<file path="src/rtl/info_frame_pkg.sv">
// Shared constants and types for the runtime-programmable InfoFrame builder.
// Header field widths, standard type codes and the builder's sequencing states.
package info_frame_pkg;

    localparam int INFO_FRAME_MAX_PB = 27;

    localparam int HB_TYPE_W    = 7;
    localparam int HB_VERSION_W = 8;
    localparam int HB_LENGTH_W  = 5;

    localparam logic [HB_TYPE_W-1:0] TYPE_VENDOR = 7'd1;
    localparam logic [HB_TYPE_W-1:0] TYPE_AVI    = 7'd2;
    localparam logic [HB_TYPE_W-1:0] TYPE_SPD    = 7'd3;
    localparam logic [HB_TYPE_W-1:0] TYPE_AUDIO  = 7'd4;

    typedef enum logic [1:0] {
        IDLE    = 2'd0,
        SUM     = 2'd1,
        PENDING = 2'd2
    } frame_state_e;

endpackage

</file>
<file path="src/rtl/info_frame_checksum_accumulator.sv">
// Sequential 8-bit byte accumulator: seeded on start, one byte per step,
// and on the last step the two's-complement checksum is registered.
module info_frame_checksum_accumulator (
    input  logic       clk_pixel,
    input  logic       reset,
    input  logic       start,
    input  logic [7:0] seed,
    input  logic       step,
    input  logic       last,
    input  logic [7:0] byte_in,
    output logic [7:0] checksum,
    output logic       done
);

    logic [7:0] acc;
    logic [7:0] acc_next;

    assign acc_next = acc + byte_in;
    assign done     = step & last;

    always_ff @(posedge clk_pixel) begin
        if (reset) begin
            acc      <= 8'd0;
            checksum <= 8'd0;
        end else begin
            if (start) begin
                acc <= seed;
            end else if (step) begin
                acc <= acc_next;
            end
            // Finalize folds in the last byte so no extra cycle is spent.
            if (done) begin
                checksum <= ~acc_next + 8'd1;
            end
        end
    end

endmodule

</file>
<file path="src/rtl/info_frame_builder.sv">
// Generic double-buffered HDMI InfoFrame generator: a control agent fills a shadow
// payload, commits it, and the frame goes live only at a scheduler-approved boundary.
module info_frame_builder
    import info_frame_pkg::*;
#(
    parameter logic [6:0] TYPE       = 7'd3,
    parameter logic [7:0] VERSION    = 8'd1,
    parameter logic [4:0] MAX_LENGTH = 5'd27
) (
    input  logic             clk_pixel,
    input  logic             reset,
    input  logic             wr_en,
    input  logic [4:0]       wr_addr,
    input  logic [7:0]       wr_data,
    input  logic [4:0]       length,
    input  logic             commit,
    input  logic             swap_enable,
    output logic             busy,
    output logic             valid,
    output logic [23:0]      header,
    output logic [3:0][55:0] sub
);

    localparam logic [1:0] ST_IDLE    = IDLE;
    localparam logic [1:0] ST_SUM     = SUM;
    localparam logic [1:0] ST_PENDING = PENDING;

    logic [1:0] state;
    logic [7:0] shadow    [0:31];
    logic [7:0] active_pb [0:INFO_FRAME_MAX_PB];
    logic [4:0] len;
    logic [4:0] len_in;
    logic [4:0] active_length;
    logic [4:0] idx;
    logic [7:0] seed;
    logic [7:0] sum_byte;
    logic [7:0] checksum;
    logic       acc_done;
    logic       in_idle;

    assign in_idle = (state == ST_IDLE);
    assign busy    = ~in_idle;

    always_comb begin
        len_in = length;
        if (length == 5'd0) begin
            len_in = 5'd1;
        end else if (length > MAX_LENGTH) begin
            len_in = MAX_LENGTH;
        end
    end

    assign seed     = {1'b1, TYPE} + VERSION + {3'b000, len_in};
    assign sum_byte = (idx <= len) ? shadow[idx] : 8'd0;

    info_frame_checksum_accumulator u_acc (
        .clk_pixel (clk_pixel),
        .reset     (reset),
        .start     (in_idle & commit),
        .seed      (seed),
        .step      (state == ST_SUM),
        .last      (idx == MAX_LENGTH),
        .byte_in   (sum_byte),
        .checksum  (checksum),
        .done      (acc_done)
    );

    always_ff @(posedge clk_pixel) begin
        if (reset) begin
            state         <= ST_IDLE;
            idx           <= 5'd0;
            len           <= 5'd0;
            active_length <= 5'd0;
            valid         <= 1'b0;
            for (int k = 0; k < 32; k++) begin
                shadow[k] <= 8'd0;
            end
            for (int k = 0; k <= INFO_FRAME_MAX_PB; k++) begin
                active_pb[k] <= 8'd0;
            end
        end else begin
            case (state)
                ST_IDLE: begin
                    // A write in the commit cycle still lands before summing starts.
                    if (wr_en && (wr_addr != 5'd0) && (wr_addr <= MAX_LENGTH)) begin
                        shadow[wr_addr] <= wr_data;
                    end
                    if (commit) begin
                        len   <= len_in;
                        idx   <= 5'd1;
                        state <= ST_SUM;
                    end
                end
                ST_SUM: begin
                    idx <= idx + 5'd1;
                    if (acc_done) begin
                        state <= ST_PENDING;
                    end
                end
                ST_PENDING: begin
                    if (swap_enable) begin
                        for (int k = 1; k <= INFO_FRAME_MAX_PB; k++) begin
                            active_pb[k] <= (5'(k) <= len) ? shadow[k] : 8'd0;
                        end
                        active_pb[0]  <= checksum;
                        active_length <= len;
                        valid         <= 1'b1;
                        state         <= ST_IDLE;
                    end
                end
                default: state <= ST_IDLE;
            endcase
        end
    end

    assign header = {3'b000, active_length, VERSION, 1'b1, TYPE};

    always_comb begin
        sub = '0;
        for (int i = 0; i < 4; i++) begin
            for (int j = 0; j < 7; j++) begin
                sub[i][8*j +: 8] = active_pb[7*i + j];
            end
        end
    end

endmodule

</file>
<file path="config.mk">
export PLATFORM = sky130hd
export DESIGN_NAME = info_frame_builder
export DESIGN_NICKNAME = d
export VERILOG_FILES = /design/src/rtl/info_frame_pkg.sv /design/src/rtl/info_frame_checksum_accumulator.sv /design/src/rtl/info_frame_builder.sv
export SDC_FILE = /design/constraint.sdc
export NUM_CORES = 1
export LEC_CHECK = 0
export CORE_ASPECT_RATIO = 0.7
export CORE_MARGIN = 3
export CORE_UTILIZATION = 45
export DETAILED_ROUTE_END_ITERATION = 8
export PLACE_DENSITY_LB_ADDON = 0.3
export SLEW_MARGIN = 20
export SYNTH_ARGS = -nofsm -noshare
export SYNTH_HDL_FRONTEND = slang
export SYNTH_SLANG_ARGS = --single-unit
</file>
<file path="constraint.sdc">
create_clock -name clk_pixel -period 12.2 [get_ports clk_pixel]
set_clock_uncertainty 0.1 [all_clocks]
set_input_delay 3.05 -clock clk_pixel [delete_from_list [all_inputs] [get_ports clk_pixel]]
set_output_delay 3.05 -clock clk_pixel [all_outputs]
set_load 0.01 [all_outputs]
</file>
==> results of run 1 <==
cell usage in the layout, fill, tap and decap left out, types with 13 or more instances in the layout:
| cell type | netlist | final |
|---|---|---|
| nor2_1 | 66 | 66 |
| nand2_1 | 42 | 42 |
| nand3_1 | 14 | 14 |
| buf_4 | 20 | 15 |
| ha_1 | 15 | 15 |
| nor2b_1 | 14 | 13 |
| mux2i_1 | 14 | 14 |
| conb_1 | 2 | 59 |
| clkdlybuf4s50_1 | 0 | 251 |
| and2_1 | 338 | 338 |
| edfxtp_1 | 400 | 400 |
| clkbuf_16 | 0 | 52 |
| mux4_2 | 75 | 75 |
| dfxtp_1 | 119 | 116 |
| and3_1 | 18 | 18 |
| or2_2 | 34 | 34 |
| a22o_1 | 82 | 82 |
| a21oi_1 | 46 | 46 |
tightest hold or removal path, delay by kind of cell (launching register included):
family,cells,cell delay (ps)
AO/OA/AOI/OAI,1,50
flip-flops,1,310
buffers and inverters,1,50
through the flow:
step / hold WS [ps] / std cells / area (um2) / total power [mW]
2_1_floorplan: 327.3 / 1526 / 21700 / 2.228
3_3_place_gp: 340.6 / 2313 / 24690 / 2.358
3_5_place_dp: 341.6 / 2313 / 24680 / 2.362
4_1_cts: 350.9 / 2405 / 26410 / 3.979
5_1_grt: 382.7 / 2407 / 26420 / 4.085
6_report: 352.3 / 2407 / 26420 / 3.960
routing by layer:
| metal | wire length (um) | up-vias | track usage |
|---|---|---|---|
| li1 | - | 5912 | - |
| met5 | 57 | - | 0 |
| met4 | 1347 | 8 | 0.06068 |
| met3 | 6374 | 113 | 0.07662 |
| met2 | 27120 | 655 | 0.3618 |
| met1 | 24500 | 6662 | 0.3228 |
worst max-delay path by stage:
stage / end / slack, ps
after global routing: u_acc.checksum[7]$_SDFFE_PP0P_ / 6410
after global placement: active_pb[0][48]$_SDFFCE_PN0P_ / 6510
final: u_acc.checksum[7]$_SDFFE_PP0P_ / 6840
after CTS: u_acc.checksum[7]$_SDFFE_PP0P_ / 6790
after floorplan: active_pb[0][0]$_SDFFCE_PN0P_ / 4920
after detailed placement: shadow[3][4]$_SDFFCE_PN0P_ / 6400
state kept, by name, indices dropped and copies added (netlist names), named ones only:
register / cells
state: 2
active_pb: 224
active_length: 5
u_acc.acc: 8
shadow: 256
len: 5
idx: 5
valid: 1
u_acc.checksum: 8
power by group:
part           leakage (nW)  switching, mW  total (mW)  internal (mW)
sequential             5.08         0.0442        2.00           1.96
combinational          3.67          0.190       0.325          0.135
clock                 0.845          0.671        1.63          0.961
cell type report:
cell class / count / area share
flip-flops and latches: 519 / 0.5451
multi-input cells: 901 / 0.2585
repair buffers: 267 / 0.09955
clock buffers: 59 / 0.05101
well taps: 612 / 0.02898
clock inverters: 33 / 0.01454
inverters: 14 / 0.002179
diodes: 2 / 0.0001894
kinds of logic (layout without fill, tap and decap cells):
family | Yosys count | after routing | share of synthesized area
simple gates | 556 | 556 | 0.1496
buf+inv | 106 | 373 | 0.02265
mux | 90 | 90 | 0.08565
compound gates | 172 | 172 | 0.05893
xor+xnor | 8 | 8 | 0.003261
flops | 519 | 519 | 0.6698
other cells | 2 | 61 | 0.0003495
fa+ha+maj | 16 | 16 | 0.009666
==> metrics.md, run 1 <==
| Metric | Value |
|---|---|
| CTS tree | yes |
| Reg2Reg Setup Slack | 6840 ps |
| Setup-failing EPs final | 0 |
| RSZ-0062 raised after global routing | false |
| Crit path DAT | 5730 ps |
| Final Max Slew Viols | 0 |
| Top cells by area, synth | edfxtp_1 (56%), dfxtp_1 (11%), and2_1 (9.8%), mux4_2 (7.9%), a22o_1 (3.3%) |
| Count of buffer and inverter cells on the critical path | 1 |
| Drt initial violations | 1,254 |
| Layout filler cell count | 3,681 |
| Clock Path Buffers | 3 |
| Final Hold Viols | 0 |
| Sequential fraction of the synthesis area | 0.6698 |
| Leak Pwr | 9.597 nW |
| Most common cell in the netlist | edfxtp_1 |
| Num rows | 66 |
| Hold Path Cell Cnt | 2 |
| Worst R2R Path Depth | 14 |
| GPL Wtd Cong | 0.8840 |
| Post-CTS Hold Buffers | 0 |
| Slowest CP cell | buf_4 |
| Total gr overflow | 0 |
| Vias/cell | 5.546 |
| H-Tree Level Count | 2 |
| Ys async rst share | 0 |
| Reg2reg end | u_acc.checksum[7]$_SDFFE_PP0P_ |
| F_max | 186.7 MHz |
| P per Cell Area | 149.9 mW/mm2 |
| DRC errors left | 0 |
| Antenna violations before repair | 10 |
| Worst path cell trace | buf_4, mux4_2, mux4_2, mux2i_1, nor2_1, ha_1, fa_1, xnor2_1, and3_1, o221ai_1, nor3_1, xnor2_1, a211oi_1, nor4b_1 |
| Worst VDD drop | 0.00009504 V |
| Setup TNS | 0 ps |
| Worst Hold Endpoint | valid$_SDFFE_PP0P_ |
| Post-DR wirelength/cell | 24.68 um |
| TritonCTS Buffers | 49 |
| HPWL Detailed | 42.75 mm |
| Crit path max-delay family | multiplexers |
| Routed Antenna Nets | 0 |
| Fin util | 0.5642 |
| Ys flop type | edfxtp_1 |
| Crit path time final | 5357 ps |
| Worst-margin pin slew | 922.3 ps |
| Syn. warnings | 0 |
| Max_cap viols | 0 |
| Status | complete, no violations |
| Vias in the first global route | 13.31k |
| Cts repair resizes | 0 |
| Vias | 13.35k |
| Setup Fix Bufs, Post-CTS | 0 |
| Register area | 0.01440 mm2 |
| Critical Path Max Stage Delay | 710 ps |
| Avg Cell Area, Syn | 14.63 um2 |
| Pre-CTS setup slack | 6401 ps |
| Final wirelength | 59.40 mm |
| Nature of the critical path startpoint | register |
| Setup CP Type | reg -> reg |
| Starting Density | 0.4589 |
| Area leader, netlist | edfxtp_1 |
| Critical Path End Type | register |
| First-pass GRT wire length | 86.67 mm |
| Worst-Skew Late Latency | 570 ps |
| Clock transition at path regs | 60 ps |
| CTS Sinks | 519 |
| Slew headroom | 0.3851 |
| Mapped Cells | 1,469 |
| Global-route usage over all layers | 0.2347 |
| Fin worst setup slack | 6843 ps |
| Die width | 267.2 um |
| Synthesis-to-layout area growth | 22.95% |
| Number of port buffers | 253 |
| Share of cells above drive strength 1 | 0.1199 |
| Final Cycle Share | 0.4391 |
| EDFF count, synth | 400 |
| Synth top area share | 0.5590 |
| Root Driver | clkbuf_16 |
| Mapped cell area | 0.02149 mm2 |
| Max Fanout on Critical Path | 41 |
| Die height | 188.8 um |
| Die ar. | 0.05045 mm2 |
| Pin count of the biggest net entering global routing | 86 |
| FF+latch count, synth | 519 |
| WP depth | 14 |
| Num ports | 273 |
| Synth cell count leaders | edfxtp_1 (400), and2_1 (338), dfxtp_1 (119), a22o_1 (82), mux4_2 (75) |
| Nets | 1,791 |
| First drt pass iteration count | 5 |
| WP data required | 12,570 ps |
| Core area | 0.04682 mm2 |
| Synth cell types | 56 |
| Hold path start | valid$_SDFFE_PP0P_ |
| Area occupied by multi-input gates | 0.006829 mm2 |
| Hold Path Class | reg -> reg |
(Power assumes the default switching activity.)
==> run 2, diff against run 1 <==
==> constraint.sdc (replaced) <==
create_clock -name clk_pixel -period 4.71 [get_ports clk_pixel]
set_clock_uncertainty 0.1 [all_clocks]
set_input_delay 1.1775 -clock clk_pixel [delete_from_list [all_inputs] [get_ports clk_pixel]]
set_output_delay 1.1775 -clock clk_pixel [all_outputs]
set_load 0.01 [all_outputs]
==> metrics.md, run 2 (same netlist as run 1, synthesis figures left out) <==
| Metric | Value |
|---|---|
| CTS Sinks | 519 (unchanged) |
| Clock Power Share | 0.394 (-0.018) |
| DRC errors left | 0 (unchanged) |
| CTS tree | yes |
| Vias/cell | 5.634 (+1.6%) |
| Worst-margin pin slew | 1052 ps (+129.3 ps) |
| Clock transition at path regs | 60 ps (about the same) |
| GPL Wtd Cong | 0.8976 (+1.5%) |
| Setup CP Type | reg -> reg |
| Worst-Skew Late Latency | 590 ps (+20 ps) |
| Crit path time final | 4406 ps (-950.8 ps) |
| Setup Fix Bufs, Post-CTS | 0 (unchanged) |
| Num ports | 273 (unchanged) |
| Leak Pwr | 9.707 nW (+1.1%) |
| Status | complete, no violations |
| Max Fanout on Critical Path | 21 (-49%) |
| Antenna Cells | 0 (-2) |
| Crit path DAT | 4740 ps (-990 ps) |
| HPWL Detailed | 45.51 mm (+6.5%) |
| Core area | 0.04682 mm2 (unchanged) |
| Reg2reg end | u_acc.checksum[7]$_SDFFE_PP0P_ |
| Share of cells above drive strength 1 | 0.1306 (+0.01071) |
| Antenna violations before repair | 2 (-8) |
| TritonCTS Buffers | 50 (+2.0%) |
| Hold Path Class | reg -> reg |
| Cts repair resizes | 0 (unchanged) |
| Slew headroom | 0.2915 (-0.09362) |
| Pin count of the biggest net entering global routing | 86 (unchanged) |
| Layout filler cell count | 3,670 (-0.30%) |
| Final Hold Viols | 0 (unchanged) |
| Global-route usage over all layers | 0.2446 (+0.009869) |
| Comb power frac | 0.088 (+0.006) |
| Final Max Slew Viols | 0 (unchanged) |
| Nature of the critical path startpoint | register |
| Placed insts | 2,341 (+1.2%) |
| Critical Path Max Stage Delay | 640 ps (-70 ps) |
| Highest-count cells in the layout ignoring fill and taps | edfxtp_1 (400), and2_1 (338), clkdlybuf4s50_1 (252) |
| Synthesis-to-layout area growth | 23.59% |
| Placed cell areas | 0.02495 mm2 (+1.1%) |
| Setup-failing EPs final | 0 (unchanged) |
| Setup TNS | 0 ps (unchanged) |
| Largest register by flop count | shadow |
| Final Cycle Share | 0.9355 (+0.4964) |
| Root Driver | clkbuf_16 |
| F_max | 226.9 MHz (+22%) |
| Worst R2R Path Depth | 14 (unchanged) |
| Routed Antenna Nets | 0 (unchanged) |
| Final Cell Area | 0.02656 mm2 (+0.52%) |
| Reg2Reg Setup Slack | 300 ps (-6540 ps) |
| Post-DR wirelength/cell | 25.56 um (+3.6%) |
| Top Registers | shadow x256, active_pb x224 |
| Die width | 267.2 um (unchanged) |
| WP data required | 5040 ps (-7530 ps) |
| Final Non-Filler Cells | 2,434 (+1.1%) |
| Slowest CP cell | dfxtp_4 |
| P_int | 7.685 mW (+150%) |
| P per Cell Area | 378.1 mW/mm2 (+150%) |
| Fin util | 0.5672 (+0.002940) |
| PnR Total Power | 10.04 mW (+150%) |
| CP endpoint | u_acc.checksum[7]$_SDFFE_PP0P_ |
| Num rows | 66 (unchanged) |
| H-Tree Level Count | 2 (unchanged) |
| Starting Density | 0.4589 (unchanged) |
| First-pass GRT wire length | 89.84 mm (+3.7%) |
| Hold path start | u_acc.checksum[1]$_SDFFE_PP0P_ |
| Vias | 13.71k (+2.7%) |
| Sequential share of power | 0.518 (+0.012) |
| Worst path cell trace | buf_12, mux4_2, mux4_2, mux2i_1, nor2_1, ha_1, fa_1, xnor2_1, and3_1, o221ai_1, nor3_1, xnor2_1, nand4_1, nor4b_1 |
| Nets | 1,820 (+1.6%) |
| Die height | 188.8 um (unchanged) |
| Critical Path End Type | register |
| Die ar. | 0.05045 mm2 (unchanged) |
| Drt initial violations | 1,921 (+53%) |
| First drt pass iteration count | 5 (unchanged) |
| Total gr overflow | 0 (unchanged) |
| Worst VDD drop | 0.0002771 V (+190%) |
| Max_cap viols | 0 (unchanged) |
| Net Sw Frac | 0.2347 (+0.006235) |
| Commonest non-fill, non-tap cell in the layout | edfxtp_1 |
| Number of flip-flops in the largest register | 256 (unchanged) |
| Post-CTS Hold Buffers | 0 (unchanged) |
| Vias in the first global route | 13.16k (-1.1%) |
| RSZ-0062 raised after global routing | false |
| Final wirelength | 62.20 mm (+4.7%) |
| Number of port buffers | 253 (unchanged) |
| Sw power | 2.356 mW (+160%) |
| Clock Path Buffers | 3 (unchanged) |
-- run 2: cell type report --
| class | instances | area (um2) | area share |
|---|---|---|---|
| clock inverter | 24 | 197.7 | 0.007444 |
| inverter | 14 | 56.30 | 0.002120 |
| sequential | 519 | 14400 | 0.5422 |
| timing repair buffer | 295 | 2895 | 0.1090 |
| tap | 612 | 765.7 | 0.02883 |
| multi-input combinational | 901 | 6829 | 0.2571 |
| clock buffer | 69 | 1414 | 0.05324 |
-- run 2: per-stage QoR --
stage / hold WS (ps) / setup WS [ps]
floorplan: 327.3 / 38.21
global placement: 336.8 / 399.8
detailed placement: 344.0 / 342.0
CTS: 351.4 / 322.2
global route: 367.8 / 22.27
finish: 349.0 / 303.7
-- run 2: how the worst min path moves through the flow --
stage / cells past startpoint / end / slack, ps
2_1_floorplan: 2 / u_acc.checksum[3]$_SDFFE_PP0P_ / 330
3_3_place_gp: 2 / valid$_SDFFE_PP0P_ / 340
3_5_place_dp: 2 / u_acc.checksum[1]$_SDFFE_PP0P_ / 340
4_1_cts: 2 / u_acc.checksum[3]$_SDFFE_PP0P_ / 350
5_1_grt: 2 / u_acc.checksum[1]$_SDFFE_PP0P_ / 370
6_report: 2 / u_acc.checksum[1]$_SDFFE_PP0P_ / 350
-- run 2: routing by layer --
metal	GRT usage	routed length, um
met1	0.3542	26170
met2	0.3575	27050
met3	0.08511	7732
met4	0.05352	1224
met5	0	22
-- run 2: power groups by stage --
stage | logic, mW | clock network [mW] | registers (mW)
2_1_floorplan | 0.525 | 0 | 5.24
3_3_place_gp | 0.861 | 0 | 5.29
3_5_place_dp | 0.869 | 0 | 5.29
4_1_cts | 0.874 | 4.00 | 5.19
5_1_grt | 0.944 | 4.19 | 5.21
6_report | 0.884 | 3.96 | 5.20
-- run 2: worst max-delay path, delay by kind of cell (launching register included) --
kind / cells / cell delay [ps]
compound gates: 1 / 170
flops: 1 / 640
fa+ha+maj: 2 / 660
mux: 3 / 1110
simple gates: 5 / 860
xor+xnor: 2 / 420
buf+inv: 1 / 260
